===== src/rtl/gbuff_arbiter.sv =====
// rtl/gbuff_arbiter.sv - two-port round-robin arbiter/sequencer for a single-port global buffer BRAM
module gbuff_arbiter #(
    parameter int ADDR_BITS = 12,
    parameter int DATA_BITS = 32
) (
    input  logic                 clk,
    input  logic                 rst_n,
    input  logic [1:0]           req_valid,
    output logic [1:0]           req_ready,
    input  logic [1:0]           req_wr,
    input  logic [1:0]           req_last,
    input  logic [ADDR_BITS-1:0] req_addr0,
    input  logic [ADDR_BITS-1:0] req_addr1,
    input  logic [DATA_BITS-1:0] req_wdata0,
    input  logic [DATA_BITS-1:0] req_wdata1,
    output logic [1:0]           rsp_valid,
    output logic [DATA_BITS-1:0] rsp_data,
    output logic                 ram_en,
    output logic                 ram_wr_en,
    output logic [ADDR_BITS-1:0] ram_index,
    output logic [DATA_BITS-1:0] ram_data_in,
    input  logic [DATA_BITS-1:0] ram_data_out
);

    typedef enum logic [1:0] {
        IDLE  = 2'd0,
        LOCK0 = 2'd1,
        LOCK1 = 2'd2
    } state_t;

    state_t     r_state;
    logic       r_prio;
    logic [1:0] r_rd_pend;

    logic [1:0] w_ready;
    logic       w_gnt;
    logic       w_any;

    // Grants are masked by rst_n so every output reads 0 while reset is held.
    always_comb begin
        w_ready = 2'b00;
        if (rst_n) begin
            case (r_state)
                IDLE: begin
                    if (&req_valid) w_ready[r_prio] = 1'b1;
                    else            w_ready = req_valid;
                end
                LOCK0:   w_ready[0] = req_valid[0];
                LOCK1:   w_ready[1] = req_valid[1];
                default: w_ready = 2'b00;
            endcase
        end
    end

    assign w_gnt       = w_ready[1];
    assign w_any       = |w_ready;
    assign req_ready   = w_ready;
    assign ram_en      = w_any;
    assign ram_wr_en   = w_any & req_wr[w_gnt];
    assign ram_index   = !w_any ? '0 : (w_gnt ? req_addr1 : req_addr0);
    assign ram_data_in = !w_any ? '0 : (w_gnt ? req_wdata1 : req_wdata0);
    assign rsp_valid   = r_rd_pend;
    assign rsp_data    = (|r_rd_pend) ? ram_data_out : '0;

    always_ff @(posedge clk or negedge rst_n) begin
        if (!rst_n) begin
            r_state   <= IDLE;
            r_prio    <= 1'b0;
            r_rd_pend <= 2'b00;
        end else begin
            r_rd_pend <= w_ready & ~req_wr;
            if (w_any) begin
                if (req_last[w_gnt]) begin
                    r_state <= IDLE;
                    r_prio  <= ~w_gnt;
                end else begin
                    r_state <= w_gnt ? LOCK1 : LOCK0;
                end
            end
        end
    end

endmodule


===== config.mk =====
export PLATFORM = sky130hd
export DESIGN_NAME = gbuff_arbiter
export DESIGN_NICKNAME = d
export VERILOG_FILES = /design/src/rtl/gbuff_arbiter.sv
export SDC_FILE = /design/constraint.sdc
export NUM_CORES = 1
export LEC_CHECK = 0
export CAP_MARGIN = 15
export CORE_AREA = 4 4 80 82
export CTS_BUF_LIST = sky130_fd_sc_hd__clkbuf_16
export CTS_CLUSTER_DIAMETER = 50
export DETAILED_ROUTE_END_ITERATION = 8
export DIE_AREA = 0 0 84 86
export DONT_BUFFER_PORTS = 1
export SLEW_MARGIN = 20
export SYNTH_ARGS = -nofsm -noshare
export SYNTH_HDL_FRONTEND = slang
export SYNTH_SLANG_ARGS = --single-unit

===== constraint.sdc =====
create_clock -name clk -period 2.58 [get_ports clk]
set_input_delay 0.516 -clock clk [delete_from_list [all_inputs] [get_ports clk]]
set_output_delay 0.516 -clock clk [all_outputs]
set_load 0.01 [all_outputs]

---- Word-level counts from Yosys, hierarchy flattened ----
Cells that the tools add are included.
Widths: inputs -> output; s select.
storage, ports and cells
  output and inout port bits .............. 82
  bits in latches ......................... 0
  bits in writable memories ............... 0
  memories kept ........................... 0
  logic and storage cells ................. 35
  bits in read-only memories .............. 0
  register bits ........................... 5
  input port bits ......................... 128
cells by class
  order comparisons ....................... 3
  add/subtract/negate cells ............... 0
  reduce and logical (&&, ||, !) cells .... 6
  equality and inequality tests ........... 2
  multiply operators ...................... 0
  bitwise gates (word level) .............. 4
  muxes and demuxes ....................... 17
  divide/modulo/power cells ............... 0
  shift-type cells ........................ 0
operator list
  cell                count
  $mux 32             3
  $mux 12             2
  $mux 2              4
  $mux 1              5
  $lt 1x2->1 const B  2
  $pmux 1 s2          2
  $reduce_and 2->1    2
  $reduce_or 2->1     2
  $and 2x2->2         1
  $eq 2x1->1 const B  1
  $eq 2x2->1 const B  1
  $logic_not 2->1     1
  $not 2->2           1
  $and 1x1->1         1
  $demux 1 s1         1
  $ge 1x1->1 const B  1
  $logic_and 1x1->1   1
  $not 1->1           1

---- Depth between registers and ports, before layout ----
Gate-level depths: netlist of the first run.
  depth after elaboration ................. 10
  depth in mapped cells ................... 5
  gate-level depth less buffers ........... 4

---- Worst setup path after synthesis of the first run ----
OpenSTA, ideal clock, no wires.
  path type ............................... input to output
  start point ............................. in req_valid[0]
  end point ............................... out ram_data_in[10]
  arrival ................................. 1,348 ps
  stages on the path ...................... 5
  buffers on the path ..................... 2
  required time ........................... 2,064 ps
  slack ................................... 716 ps
  cells stage by stage .................... nor3b_2 buf_2 clkbuf_2 o21ai_0 a21oi_1
between the ends
  longest elaborated chain between the ends .. 6
  elaborated cells on any way between the ends .. 8
  classes of those cells .................. mux: 6; reduce/logical: 2
RTL lines
  element                                            line    source
  start, declared                                    8       input logic [1:0] req_valid,
  $reduce_and 2->1                                   45      if (&req_valid) w_ready[r_prio] = 1'b1;
  $mux 2                                             45
  $pmux 1 s2                                         43      case (r_state)
  $mux 2 (*)                                         42      if (rst_n) begin
  $mux 32 / $reduce_or 2->1 (equally long branches)  61, 56
  $mux 32 (*)                                        61      assign ram_data_in = !w_any ? '0 : (w_gnt ? req_wdata1 : req_wdata0);
  end, declared                                      21      output logic [DATA_BITS-1:0] ram_data_in,
Mark *: on every way between the ends. The rest lies on a longest branch, timed or not.

---- Final worst setup path of the first run ----
  start point ............................. reg r_prio
  end point ............................... out ram_index[5]
between the ends
  longest elaborated chain between the ends .. 9
  elaborated cells on any way between the ends .. 12
  classes of those cells .................. order compare: 2; mux: 8; reduce/logical: 2
RTL lines
  element                                                                line    source
  start, declared                                                        32      logic r_prio;
  start signal, assigned                                                 75      r_prio <= ~w_gnt;
  $lt 1x2->1 (not written as such) / $ge 1x1->1 (equally long branches)  45
  $logic_and 1x1->1 (not written as such)                                45
  $mux 1 (not written as such)                                           45
  $demux 1 s1 (*)                                                        45
  $mux 2 (*)                                                             45
  $pmux 1 s2                                                             43
  $mux 2 (*)                                                             42
  $mux 12 / $reduce_or 2->1 (equally long branches)                      60, 56
  $mux 12 (*)                                                            60      assign ram_index = !w_any ? '0 : (w_gnt ? req_addr1 : req_addr0);
  end, declared                                                          20      output logic [ADDR_BITS-1:0] ram_index,
Marks and branches as above.

==> flow_summary.ini, run 1 <==
[logic_synthesis]
yosysWarnings = 0
yosysMostFrequentCell = a21oi_1
ys_ff_latch = 5
syn-num-nets = 349
ys_seq_area_share_pct = 9.461
syn_area_um2 = 1323
synth_area_leader_cell = a21oi_1
yosysTopAreaCellShare_pct = 17.79
syn_inst = 221
synth_flop_cell = dfrtp_1
yosys-top-cells-area = a21oi_1, nand3_1, nor2b_1
synth_area_per_cell_um2 = 5.984
synth.distinct_cells = 25
synth_common_cells = a21oi_1, nand3_1, o21ai_0
postSynth.asyncResetShare_pct = 100.0
synth_edf_count = 0

[floorplan]
num_io_pins = 210
die_width_um = 84
dieArea_um2 = 7224
die_y_um = 86
row_count = 28
initial_core_util_pct = 23.02
coreArea_um2 = 5746

[route]
vias = 1677
finalWirelength_mm = 5.194
drt_iter0_markers = 82
drc = 0
wire_per_inst_um = 17.97
firstDrtPassIters = 4
ant_nets = 0
routed_via_density = 5.803

[worst_setup_path]
reg2regPathDepth = 5
crit_path_end_kind = output pin
path_delay_family = buffers and inverters
rrSetupSlack_ns = 1.06
critPathBufInv = 2
crit_chain = nor3b_4 > buf_4 > o21ai_0 > a21oi_1 > buf_4
cp.required_ns = 2.06
start_kind = register
cp_common_cell = buf_4
crit_slowest_cell = dfrtp_1
r2r-end = r_prio$_DFFE_PN0P_
crit_type = register to output pin
cp_max_fo = 47
crit_path_max_incr_delay_ns = 0.42
worst_ep_arrival_time_ns = 1.71
r2r_start = r_state[1]$_DFFE_PN0P_

[grt]
grt_overflow = 0
antenna_found_initial = 1
grt_pass1_wl_mm = 7.355
track_usage_pct = 12.14
first_global_vias = 1463
grt_max_degree = 49

[pwr]
p_leak_nw = 0.4573
vdd_drop_max_v = 0.0002208
p_per_area_nw_per_um2 = 644.3

[min_path]
hold_depth = 1
min_to = rsp_valid[0]$_DFF_PN0_
min_path_type = primary input to register
worstHoldStart = req_wr[0]

[clock_network]
cts_buffers = 3
tritoncts = built
clkLatencyLatePin_ns = 0.22
cts_resized = 0
htreeDepth = 1
post_cts_buffers = 0
cts_buffer_depth = 2
clkSlewWorstSetupHoldPaths_ns = 0.04
root_buffer = clkbuf_16
cts.sinks = 5

[timing]
hold_viol_final = 0
fmax_mhz = 449.7
final.setup_skew_ns = 0.003793
setup-violations-final = 0
worst_pin_slew_ns = 0.4553
relSlewSlack_pct = 69.65
rsz0062_at_grt = false
min_period_over_period_pct = 86.18
tns_ns = 0
drv_slew = 0
min_period_ns = 2.223

[place]
placed_area_um2 = 1373
gp_congestion = 0.6750
hpwl_mm = 4.010
port_buffers = 0

[cells_and_area]
diodes = 0
fin_nets = 343
drive_above_1_share_pct = 10.75
fin_util_pct = 25.44
fin_area_um2 = 1461
synthToLayoutAreaGrowth_pct = 10.50

[run_status]
outcome = finished clean

[flow_run]
cap_violations = 0
-- flip-flops by register name, indices dropped and copies added (netlist names) --
signal	flops
rsp_valid	2
r_state	2
r_prio	1
-- final cells by class --
cell class	count	area [um2]
clock buffers	3	75.07
fillers	647	4284
multi-input cells	187	1033
inverters	2	7.507
clock inverters	1	3.754
well taps	75	93.84
repair buffers	16	122.6
flip-flops and latches	5	125.1
-- placed cells by master, fill, tap and decap left out, types with 2 or more instances in the layout --
| cell | n |
|---|---|
| o21ai_1 | 3 |
| buf_4 | 15 |
| inv_1 | 3 |
| a21oi_1 | 47 |
| o21ai_0 | 42 |
| nand3_1 | 45 |
| or3_1 | 2 |
| clkbuf_16 | 3 |
| nor2b_1 | 35 |
| dfrtp_1 | 5 |
-- timing repair --
item                       CTS  global route
hold endpoints to repair     5             0
hold buffers                 1             0
setup endpoints to repair    0             0
-- power by group --
part	total, mW	switching [mW]	internal [mW]
Clock	0.249	0.0482	0.201
Combinational	0.555	0.386	0.170
Sequential	0.137	0.0334	0.104
-- worst reg2reg max path, stage by stage, from the launching register on --
cell	delay [ns]
dfrtp_1	0.41
nor2b_1	0.12
o21ai_4	0.28
buf_4	0.29
inv_1	0.13
o2111ai_1	0.20
-- cells by family (layout without fill, tap and decap cells) --
family	count (synthesis)	in the layout	share of synthesized area, %
AOI/OAI and AO/OA	95	95	36.71
buffers and inverters	29	22	13.72
DFF	5	5	9.461
and+or+nand+nor	92	92	40.11
-- layer usage --
metal / track usage, % / vias to the layer above / part of all wire [%] / routed length, um
met5: 0 / - / 0.25 / 13
met4: 2.778 / 2 / 0.56 / 29
met3: 2.402 / 4 / 9.5 / 495
met2: 20.90 / 136 / 50 / 2577
met1: 15.66 / 759 / 40 / 2078
li1: - / 776 / - / -
-- worst max path at each step --
stage	slack [ns]	startpoint	end	depth (start not counted)
finish	0.36	r_prio$_DFFE_PN0P_	ram_index[5]	5
global route	0.16	r_prio$_DFFE_PN0P_	ram_data_in[27]	5
CTS	0.34	r_prio$_DFFE_PN0P_	ram_index[5]	5
detailed placement	0.52	req_valid[0]	ram_index[5]	5
global placement	0.54	req_valid[0]	ram_index[5]	5
floorplan	0.72	req_valid[0]	ram_data_in[10]	5
-- per-stage QoR --
stage / power [mW] / hold WS [ns] / setup slack [ns] / std cells
2_1_floorplan: 0.6003 / 0.2204 / 0.7158 / 221
3_3_place_gp: 0.6806 / 0.2206 / 0.5371 / 284
3_5_place_dp: 0.6975 / 0.2206 / 0.5205 / 284
4_1_cts: 0.9513 / 0.3506 / 0.3428 / 289
5_1_grt: 1.027 / 0.3548 / 0.1587 / 289
6_report: 0.9415 / 0.3514 / 0.3565 / 289
(Power assumes the default switching activity.)
==> run 2: changes to the inputs <==
- BUFFER_PORTS_ARGS: not set -> -buffer_cell sky130_fd_sc_hd__clkbuf_2
- CORE_AREA: 4 4 80 82 -> 4 4 79 81
- DIE_AREA: 0 0 84 86 -> 0 0 83 85
- DONT_BUFFER_PORTS: 1 -> not set
- PLACE_DENSITY: not set -> 0.69
==> run 2 against run 1 <==
Die area fell by 2.3%; first-iteration DRC count fell by 28%; register-to-register slack improved by 0.08 ns; clock power rose by 3%; global-route usage rose by 5.0 points; clock skew fell by 0.00065 ns; worst setup slack barely moved; utilization rose by 20 points; sequential share of layout area fell by 3.5 points; via count rose by 42%; final area rose by 69%; wire length rose by 27%; critical path type unchanged; largest cell class is now non-clock buffers; highest routed layer is now met4.
==> flow_summary.ini, run 2 (synthesized netlist as in run 1, its figures left out) <==
[run_status]
outcome = finished clean

[grt]
grt_max_degree = 49
first_global_vias = 2172
grt_overflow = 0
grt_pass1_wl_mm = 10.47
antenna_found_initial = 0
track_usage_pct = 17.16

[route]
drt_iter0_markers = 59
ant_nets = 0
finalWirelength_mm = 6.591
wire_per_inst_um = 13.56
vias = 2378
routed_via_density = 4.893
drc = 0
firstDrtPassIters = 4

[clock_network]
cts_buffer_depth = 2
cts_buffers = 3
cts_resized = 0
root_buffer = clkbuf_16
cts-hold-fix-buffers = 0
clkLatencyLatePin_ns = 0.23
cts.sinks = 5
tritoncts = built
htreeDepth = 1
clkSlewWorstSetupHoldPaths_ns = 0.04
post_cts_buffers = 0

[place]
hpwl_mm = 5.095
port_buffers = 209
gp_congestion = 0.8670
dp.cells = 482
place_ws_ns = 0.3499

[timing]
worst_pin_slew_ns = 0.4766
final.setup_skew_ns = 0.003141
fin_ws_ns = 0.3562
rsz0062_at_grt = false
min_period_ns = 2.224
drv_slew = 0
relSlewSlack_pct = 68.23
tns_ns = 0
hold_viol_final = 0
fmax_mhz = 449.7
setup-violations-final = 0
min_period_over_period_pct = 86.19

[cells_and_area]
stdcell_count = 486
drive_above_1_share_pct = 53.86
fin_nets = 543
final_cell_mix = clkbuf_2, a21oi_1, nand3_1, o21ai_0, nor2b_1
final_common_cell = clkbuf_2
diodes = 0
synthToLayoutAreaGrowth_pct = 86.76
fill_cells = 565

[pwr]
vdd_drop_max_v = 0.0003645
p_per_area_nw_per_um2 = 475.2
totalPowerFinal_mw = 1.174
p_leak_nw = 1.330

[worst_setup_path]
crit_chain = or3b_1 > buf_4 > nand3_1 > a21oi_1 > clkbuf_2
start_kind = register
worst_ep_arrival_time_ns = 1.71
crit_path_max_incr_delay_ns = 0.43
critPathBufInv = 2
path_delay_family = buffers and inverters
crit_type = register to output pin
cp.required_ns = 2.06
crit_slowest_cell = dfrtp_1
cp_max_fo = 46
crit_path_end_kind = output pin

[floorplan]
coreArea_um2 = 5473
initial_core_util_pct = 24.17
dieArea_um2 = 7055
die_width_um = 83
row_count = 27
die_y_um = 85
num_io_pins = 210

[flow_run]
cap_violations = 0

[min_path]
min_path_type = primary input to async pin
==> run 2: final timing paths <==
check	startpoint	to	slack (ns)	depth (start not counted)
max reg2reg	r_prio$_DFFE_PN0P_	r_state[1]$_DFFE_PN0P_	1.14	4
max	r_state[1]$_DFFE_PN0P_	ram_data_in[0]	0.36	5
max in group asynchronous	rst_n	r_state[0]$_DFFE_PN0P_	2.22	1
min	rst_n	rsp_valid[0]$_DFF_PN0_	0.15	1
min in group clk	req_wr[0]	rsp_valid[0]$_DFF_PN0_	0.46	2
min reg2reg	r_state[0]$_DFFE_PN0P_	r_state[0]$_DFFE_PN0P_	0.57	1
==> run 2: area by class of cell <==
cell class              instances  area [um2]  share of cell area (%)
multi-input cells             187        1032                   41.79
repair buffers                216        1136                   46.00
clock inverters                 1       3.754                  0.1520
clock buffers                   3       75.07                   3.040
inverters                       2       7.507                  0.3040
well taps                      72       90.09                   3.647
flip-flops and latches          5       125.1                   5.066
==> run 2: where the power goes <==
group	internal (mW)	leakage, nW	switching [mW]
registers	0.104	0.0597	0.0349
clock network	0.201	0.0423	0.0545
logic	0.328	1.23	0.451
==> run 2: worst reg2reg max path, delay by kind of cell, from the launching register on <==
| family | cells | cell delay, ns |
|---|---|---|
| flip-flops | 1 | 0.42 |
| AND/OR/NAND/NOR | 1 | 0.38 |
| buffers and inverters | 1 | 0.28 |
| AO/OA/AOI/OAI | 2 | 0.24 |
==> run 2: stage by stage <==
| stage | utilization [%] | hold WS [ns] | cell area (um2) |
|---|---|---|---|
| final | 45.13 | 0.1482 | 2470 |
| after global routing | 45.13 | 0.1573 | 2470 |
| after CTS | 45.13 | 0.1482 | 2470 |
| after detailed placement | 43.69 | 0.3897 | 2391 |
| after global placement | 43.69 | 0.3815 | 2391 |
| after floorplan | - | 0.2204 | 1323 |
==> run 2: layer usage <==
metal / global-route usage (%) / wire length, um / vias up
li1: - / - / 1180
met1: 20.28 / 2556 / 1071
met2: 31.56 / 3467 / 121
met3: 4.078 / 514 / 6
met4: 3.418 / 52 / 0
met5: 0 / 0 / -
